<file path="src/rtl/mem_defs.sv">
// Shared encodings for the data-memory access path: funct3 access widths,
// decoder store-source selects and the access unit's FSM state codes.
package mem_defs;

  localparam logic [2:0] FUNCT3_B  = 3'b000;
  localparam logic [2:0] FUNCT3_H  = 3'b001;
  localparam logic [2:0] FUNCT3_W  = 3'b010;
  localparam logic [2:0] FUNCT3_BU = 3'b100;
  localparam logic [2:0] FUNCT3_HU = 3'b101;

  localparam logic [1:0] MEM_WRITE_SRC_REG = 2'b01;
  localparam logic [1:0] MEM_WRITE_SRC_XMM = 2'b10;

  localparam logic [1:0] MAU_STATE_IDLE = 2'd0;
  localparam logic [1:0] MAU_STATE_REQ  = 2'd1;
  localparam logic [1:0] MAU_STATE_DONE = 2'd2;

  typedef enum logic [1:0] {
    ST_IDLE = MAU_STATE_IDLE,
    ST_REQ  = MAU_STATE_REQ,
    ST_DONE = MAU_STATE_DONE
  } mau_state_e;

  // Unsigned widths exist only for loads.
  function automatic logic funct3_legal(input logic [2:0] f3, input logic is_store);
    logic ok;
    ok = 1'b0;
    case (f3)
      FUNCT3_B, FUNCT3_H, FUNCT3_W: ok = 1'b1;
      FUNCT3_BU, FUNCT3_HU:         ok = ~is_store;
      default:                      ok = 1'b0;
    endcase
    return ok;
  endfunction

endpackage

</file>
<file path="src/rtl/mem_load_aligner.sv">
// Combinational load alignment: shifts the addressed byte lane down and
// sign- or zero-extends according to funct3.
module mem_load_aligner
  import mem_defs::*;
(
  input  logic [31:0] rdata,
  input  logic [1:0]  byte_off,
  input  logic [2:0]  funct3,
  output logic [31:0] load_data
);

  logic [31:0] shifted;

  always_comb begin
    shifted = rdata >> {byte_off, 3'b000};
    case (funct3)
      FUNCT3_B:  load_data = {{24{shifted[7]}}, shifted[7:0]};
      FUNCT3_H:  load_data = {{16{shifted[15]}}, shifted[15:0]};
      FUNCT3_BU: load_data = {24'h000000, shifted[7:0]};
      FUNCT3_HU: load_data = {16'h0000, shifted[15:0]};
      default:   load_data = shifted;
    endcase
  end

endmodule

</file>
<file path="config.mk">
export PLATFORM = sky130hd
export DESIGN_NAME = mem_load_aligner
export DESIGN_NICKNAME = d
export VERILOG_FILES = /design/src/rtl/mem_defs.sv /design/src/rtl/mem_load_aligner.sv
export SDC_FILE = /design/constraint.sdc
export NUM_CORES = 1
export LEC_CHECK = 0
export ABC_AREA = 1
export BUFFER_PORTS_ARGS = -buffer_cell sky130_fd_sc_hd__buf_2
export CAP_MARGIN = 20
export CORE_AREA = 8 8 57 54
export DETAILED_ROUTE_END_ITERATION = 10
export DIE_AREA = 0 0 65 62
export PLACE_DENSITY = 0.86
export SYNTH_ARGS = -nofsm -noshare
export SYNTH_HDL_FRONTEND = slang
export SYNTH_SLANG_ARGS = --single-unit
</file>
<file path="constraint.sdc">
create_clock -name vclk -period 2.3
set_clock_uncertainty 0.1 [all_clocks]
set_input_delay 0.115 -clock vclk [all_inputs]
set_output_delay 0.115 -clock vclk [all_outputs]
set_load 0.1 [all_outputs]
</file>
==> reports/results.ini, run 1 <==
[grt]
grt_overflow = 0
grt_pass1_vias = 1291
antenna_found_initial = 0
grt_pass1_wl_um = 5910
gr-usage-all-layers_pct = 17.6
grt_max_degree = 36

[yosys]
syn_inst = 158
synth_area_sq_um = 921
yosys_warnings = 0
syn-num-nets = 195
synth-seq-area-share_pct = 0
avgSynthCellArea_sq_um = 5.83
synthDistinctLibCells = 22

[setup_path]
cp.arrival_ps = 1800
crit_required_ps = 2090
worstSetupStartpointType = input pin
critical_path_class = input pin to output pin
worstPathMaxFanout = 24
critPathCaptureType = output pin

[sta]
final_max_slew_viol_count = 0
rsz0062_at_grt = false
setup_viol = 0
fmax_ghz = 0.496
maxSlewHeadroom_pct = 58.5
worstMarginPinSlew_ps = 621
fin_crit_sh_pct = 87.7
hold_violations = 0
setup-tns-final_ps = 0
period_minus_slack_ps = 2020
layout_setup_ws_ps = 283

[power_and_ir_drop]
power_frac_seq_pct = 0
p_per_area_mw_per_mm2 = 497
p_switching_uw = 551
leakage_uw = 0.000866
p_clk_share_pct = 0
pwr-share-comb_pct = 100.0
switching_share_pct = 70.7
vdd_drop_max_mv = 0.396
p_int_uw = 228

[die]
start_util_pct = 43.8
rows = 16
dieArea_sq_mm = 0.00403
coreArea_sq_mm = 0.00210
die_w_um = 65
pin_count = 69
die_y_um = 62

[final_layout]
fin_nets = 254
nClkBuffers = 0
fin_area_sq_mm = 0.00157
n_antenna_cell = 0
drive_gt1_share_pct = 46.5
final-seq-area_sq_um = 0
syn_to_final_growth_pct = 70.4
n_sequential_cell = 0
final_util_pct = 74.6

[routing]
routed_wl_um = 3600
drtIter0Drc = 51
drc_errors = 0
drt-vias-per-instance = 5.30
vias = 1282
firstDrtPassIters = 4
wl_per_cell_um = 14.9
postRouteAntennaNets = 0

[placed_design]
dpl_cell_area_sq_mm = 0.00157
io_buffers = 69
gp_congestion = 0.888
place_ws_ps = 328
dp_hpwl_um = 2990

[worst_hold_path]
hp-class = input pin to output pin
holdPathStages = 4

[cts]
post_cts_buffers = 0
cts_resized = 0
cts_hold_buf = 0

[outcome]
status = finished clean

[job]
max-cap-violations = 0

==> placed cells by master, fill, tap and decap left out <==
cell      instances
nand2_1          48
inv_2             1
nand2_4           1
nor2_4            1
buf_2            45
inv_4             1
o211ai_1         14
nand3_2          17
nand3_1          13
inv_8             1
o21ai_0           7
a21oi_1           7
nor2_1           10
nand3_4           1
a22oi_1           7
buf_12           24
nor2_2            2
buf_4             1
nand2_2           5
inv_1             8
and2_1            1
==> metal layers <==
layer	vias to the layer above	GRT usage, %	share of wire [%]	routed length, um
met4	0	0.932	0	0
met5	-	0	0	0
met1	553	18.9	40	1460
met2	71	34.6	49	1750
li1	658	-	-	-
met3	0	5.91	11	391
==> worst paths after layout <==
check | start | to | slack [ps]
worst max-delay path | byte_off[1] | load_data[16] | 280
worst min-delay path | rdata[19] | load_data[19] | 590
==> Yosys cell counts (all sizes together) <==
| library cell | number | area share (%) |
|---|---|---|
| nand3 | 31 | 27 |
| a21oi | 7 | 3.8 |
| inv | 11 | 5.6 |
| buf | 13 | 11 |
| a22oi | 7 | 5.7 |
| o211ai | 14 | 11 |
| nand2 | 54 | 24 |
| o21ai | 7 | 3.8 |
| and2 | 1 | 0.68 |
| nor2 | 13 | 6.7 |
==> per-stage QoR <==
stage / power [uW] / instances / hold WS [ps]
3_5_place_dp: 781 / 242 / 591
2_1_floorplan: 533 / 158 / 584
4_1_cts: 782 / 242 / 592
6_report: 779 / 242 / 591
3_3_place_gp: 773 / 242 / 589
5_1_grt: 810 / 242 / 615
==> critical path, cell delays in order <==
cell     delay (ps)
buf_2           330
inv_4           160
nand3_2         120
nand3_2         490
nand3_1         360
buf_12          210
==> cell families after synthesis <==
family	synth area share (%)
AO/OA/AOI/OAI	24.7
AND/OR/NAND/NOR	59.0
buffers and inverters	16.3
==> power groups by stage <==
stage	Sequential (uW)	Clock, uW	Combinational [uW]
floorplan	0	0	533
global placement	0	0	773
detailed placement	0	0	781
CTS	0	0	782
global route	0	0	810
finish	0	0	779
==> final cells by class <==
class	count	area (sq um)
Multi-Input combinational cell	134	771
Timing Repair Buffer	70	713
Fill cell	175	533
Inverter	11	51.3
Tap cell	27	33.8
No activity file was read; power rests on OpenSTA's default activity.
==> run 2: changes to the inputs <==
--- a/config.mk
+++ b/config.mk
@@ -11,7 +11,7 @@
 export CORE_AREA = 8 8 57 54
 export DETAILED_ROUTE_END_ITERATION = 10
 export DIE_AREA = 0 0 65 62
-export PLACE_DENSITY = 0.86
+export PLACE_DENSITY = 0.84
 export SYNTH_ARGS = -nofsm -noshare
 export SYNTH_HDL_FRONTEND = slang
 export SYNTH_SLANG_ARGS = --single-unit
==> reports/results.ini, run 2 (synthesis gave the netlist of run 1 again) <==
[outcome]
status = finished clean

[setup_path]
worstPathMaxFanout = 24  ; unchanged
slowest_stage = nand3_2
crit_top_cell = nand3_2
crit_required_ps = 2090  ; about the same
path_cells = buf_2 > inv_4 > nand3_2 > nand3_2 > nand3_1 > buf_12
critical_path_class = input pin to output pin
cp.arrival_ps = 1760  ; -40 ps
critPathCaptureType = output pin
worstSetupStartpointType = input pin
slowest_delay_ps = 480  ; about the same
timing.critical_path.buf_inv = 3  ; unchanged
cp_top_family = simple AND/OR/NAND/NOR gates

[cts]
post_cts_buffers = 0  ; unchanged
cts_resized = 0  ; unchanged
cts_hold_buf = 0  ; unchanged

[routing]
met3_length_um = 329  ; -16%
drc_errors = 0  ; unchanged
drtIter0Drc = 62  ; +22%
wl_met1_um = 1490  ; +2.1%
wl_per_cell_um = 14.9  ; unchanged
met2_length_um = 1780  ; +1.8%
postRouteAntennaNets = 0  ; unchanged
vias = 1309  ; +2.1%
routed_wl_um = 3600  ; unchanged
firstDrtPassIters = 4  ; unchanged
drt-vias-per-instance = 5.41  ; +2.1%
top_layer = met3

[die]
die_y_um = 62  ; unchanged
start_util_pct = 43.8  ; unchanged
coreArea_sq_mm = 0.00210  ; unchanged
dieArea_sq_mm = 0.00403  ; unchanged
pin_count = 69  ; unchanged
rows = 16  ; unchanged
die_w_um = 65  ; unchanged

[power_and_ir_drop]
leakage_uw = 0.000866  ; unchanged
p_per_area_mw_per_mm2 = 496  ; about the same
vdd_drop_max_mv = 0.385  ; -2.8%

[sta]
setup_viol = 0  ; unchanged
period_minus_slack_ps = 1970  ; -45.9 ps
maxSlewHeadroom_pct = 59.7  ; +1.1 points
worstMarginPinSlew_ps = 604  ; -17.0 ps
hold_slack_ps = 591  ; +0.0790 ps
final_max_slew_viol_count = 0  ; unchanged
fmax_ghz = 0.507  ; +2.3%
fin_crit_sh_pct = 85.7  ; -2.0 points
rsz0062_at_grt = false
hold_violations = 0  ; unchanged

[job]
max-cap-violations = 0  ; unchanged

[final_layout]
final-seq-area_sq_um = 0  ; unchanged
n_sequential_cell = 0  ; unchanged
drive_gt1_share_pct = 46.5  ; unchanged
layout_common_cells = nand2_1, buf_2, buf_12, nand3_2, o211ai_1
n_antenna_cell = 0  ; unchanged
syn_to_final_growth_pct = 70.4  ; unchanged
mostFrequentLayoutCell = nand2_1
nClkBuffers = 0  ; unchanged
fin_nets = 254  ; unchanged
layoutNonFillerInstCount = 242  ; unchanged

[placed_design]
io_buffers = 69  ; unchanged
dp_hpwl_um = 2990  ; about the same
gp_congestion = 0.818  ; -7.9%
dp.cells = 242  ; unchanged

[grt]
grt_overflow = 0  ; unchanged
grt_pass1_vias = 1272  ; -1.5%
gr-usage-all-layers_pct = 17.4  ; -0.26 points
grt_max_degree = 38  ; +5.6%
grt_pass1_wl_um = 5820  ; -1.6%
antenna_found_initial = 0  ; unchanged

[worst_hold_path]
hp-class = input pin to output pin

-- run 2: cell counts in the layout (fill, tap and decap cells not counted) --
Identical to the previous run, type by type.
-- run 2: worst paths after layout --
kind | slack [ps] | startpoint | depth (start not counted) | end
setup / recovery | 330 | byte_off[1] | 6 | load_data[16]
hold / removal | 590 | rdata[21] | 4 | load_data[21]
-- run 2: through the flow --
step                TNS [ps]  util, %  total power (uW)  area [sq um]  setup slack (ps)
global placement           0     74.6               774          1570               410
floorplan              -6.14        -               533           921             -2.36
finish                     0     74.6               779          1570               329
detailed placement         0     74.6               781          1570               331
global route               0     74.6               810          1570               182
CTS                        0     74.6               783          1570               326
-- run 2: power breakdown --
group | switching (uW) | internal (uW) | leakage, uW
combinational | 550 | 229 | 0.000866
sequential | 0 | 0 | 0
clock | 0 | 0 | 0
-- run 2: final cells by class --
cell class                      instances  area, sq um
Fill cell                             174          533
Inverter                               11         51.3
Multi-Input combinational cell        134          771
Tap cell                               27         33.8
Timing Repair Buffer                   70          713
-- run 2: metal layers --
metal	vias up	GRT usage, %
met5	-	0
met2	52	32.9
met4	0	0.621
li1	657	-
met3	0	5.73
met1	600	19.6
==> run 3: changes to the inputs <==
--- a/config.mk
+++ b/config.mk
@@ -7,11 +7,11 @@
 export LEC_CHECK = 0
 export ABC_AREA = 1
 export BUFFER_PORTS_ARGS = -buffer_cell sky130_fd_sc_hd__buf_2
-export CAP_MARGIN = 20
-export CORE_AREA = 8 8 57 54
+export CORE_AREA = 8 8 61 58
 export DETAILED_ROUTE_END_ITERATION = 10
-export DIE_AREA = 0 0 65 62
-export PLACE_DENSITY = 0.84
+export DIE_AREA = 0 0 69 66
+export PLACE_DENSITY = 0.73
+export SLEW_MARGIN = 0
 export SYNTH_ARGS = -nofsm -noshare
 export SYNTH_HDL_FRONTEND = slang
 export SYNTH_SLANG_ARGS = --single-unit
==> reports/results.ini, run 3 (synthesis gave the netlist of run 1 again) <==
[sta]
setup_viol = 0  ; unchanged
maxSlewHeadroom_pct = 60.3  ; +0.67 points
period_minus_slack_ps = 1940  ; -31.0 ps
hold_violations = 0  ; unchanged
fmax_ghz = 0.515  ; +1.6%
rsz0062_at_grt = false
fin_crit_sh_pct = 84.3  ; -1.3 points
worstMarginPinSlew_ps = 594  ; -10.0 ps
final_max_slew_viol_count = 0  ; unchanged

[power_and_ir_drop]
vdd_drop_max_mv = 0.354  ; -8.1%
fin_total_pwr_uw = 774  ; -0.61%
leakage_uw = 0.000866  ; unchanged
p_per_area_mw_per_mm2 = 492  ; -0.85%

[final_layout]
n_sequential_cell = 0  ; unchanged
syn_to_final_growth_pct = 70.8
fin_nets = 254  ; unchanged
layout_common_cells = nand2_1, buf_2, buf_12, nand3_2, o211ai_1
drive_gt1_share_pct = 46.5  ; unchanged
layoutNonFillerInstCount = 245  ; +1.2%
num-fill-cells = 244  ; +40%
n_antenna_cell = 0  ; unchanged
final-seq-area_sq_um = 0  ; unchanged
mostFrequentLayoutCell = nand2_1
nClkBuffers = 0  ; unchanged

[die]
die_w_um = 69  ; +6.2%
coreArea_sq_mm = 0.00257  ; +22%
rows = 18  ; +2
pin_count = 69  ; unchanged
die_y_um = 66  ; +6.5%
dieArea_sq_mm = 0.00455  ; +13%
start_util_pct = 35.9  ; -7.9 points

[placed_design]
io_buffers = 69  ; unchanged
dp.cells = 245  ; +1.2%
dp_hpwl_um = 2790  ; -6.6%
gp_congestion = 0.798  ; -2.5%

[setup_path]
critPathCaptureType = output pin
worstPathMaxFanout = 24  ; unchanged
crit_end = load_data[20]
worstSetupStartpointType = input pin
critical_path_class = input pin to output pin
crit_start = byte_off[1]
crit_required_ps = 2090  ; about the same
cp.arrival_ps = 1720  ; -40 ps

[routing]
routed_wl_um = 3320  ; -7.8%
vias = 1250  ; -4.5%
drc_errors = 0  ; unchanged
firstDrtPassIters = 4  ; unchanged
drtIter0Drc = 51  ; -18%
postRouteAntennaNets = 0  ; unchanged
drt-vias-per-instance = 5.10  ; -5.7%
wl_per_cell_um = 13.6  ; -8.9%

[worst_hold_path]
hp-class = input pin to output pin

[grt]
antenna_found_initial = 0  ; unchanged
grt_pass1_vias = 1285  ; +1.0%
grt_pass1_wl_um = 5340  ; -8.2%
grt_max_degree = 43  ; +13%
gr-usage-all-layers_pct = 13.1  ; -4.3 points
grt_overflow = 0  ; unchanged

[outcome]
status = finished clean

[cts]
cts_hold_buf = 0  ; unchanged
cts_resized = 0  ; unchanged
post_cts_buffers = 0  ; unchanged

[job]
max-cap-violations = 0  ; unchanged

run 3: cell counts in the layout (fill, tap and decap cells not counted):
No cell type changed its count.
run 3: cell type report:
cell class         count  area, sq um  area share, %
inverters             11         51.3           3.26
multi-input cells    134          771           49.0
well taps             30         37.5           2.39
repair buffers        70          713           45.3
run 3: worst min path at each step:
stage                          from             to  slack, ps  depth (start not counted)
after floorplan           rdata[31]  load_data[31]        580                          2
after global placement    rdata[19]  load_data[19]        590                          4
after detailed placement  rdata[19]  load_data[19]        590                          4
after CTS                 rdata[19]  load_data[19]        590                          4
after global routing      rdata[19]  load_data[19]        620                          4
final                     rdata[19]  load_data[19]        590                          4
run 3: critical path, stage by stage:
cell and delay [ps]:
buf_2 320, inv_4 160, nand3_2 120, nand3_2 470, nand3_1 320, buf_12 210
run 3: through the flow:
stage | hold WS (ps) | setup TNS, ps | cell area, sq um | util (%) | worst slack [ps]
after floorplan | 584 | -6.14 | 921 | - | -2.36
after detailed placement | 593 | 0 | 1570 | 61.3 | 368
final | 587 | 0 | 1570 | 61.3 | 360
after global placement | 590 | 0 | 1570 | 61.3 | 403
after global routing | 623 | 0 | 1570 | 61.3 | 235
after CTS | 593 | 0 | 1570 | 61.3 | 356
run 3: report_power, final:
group	total, uW	internal [uW]	leakage, uW	switching (uW)
Clock	0	0	0	0
Combinational	774	229	0.000866	545
Sequential	0	0	0	0
run 3: metal layers:
| layer | GRT usage [%] | vias to the layer above | wire, um | part of all wire [%] |
|---|---|---|---|---|
| li1 | - | 659 | - | - |
| met1 | 13.9 | 539 | 1380 | 42 |
| met2 | 24.6 | 52 | 1580 | 47 |
| met3 | 6.16 | 0 | 367 | 11 |
| met4 | 0 | 0 | 0 | 0 |
| met5 | 0 | - | 0 | 0 |
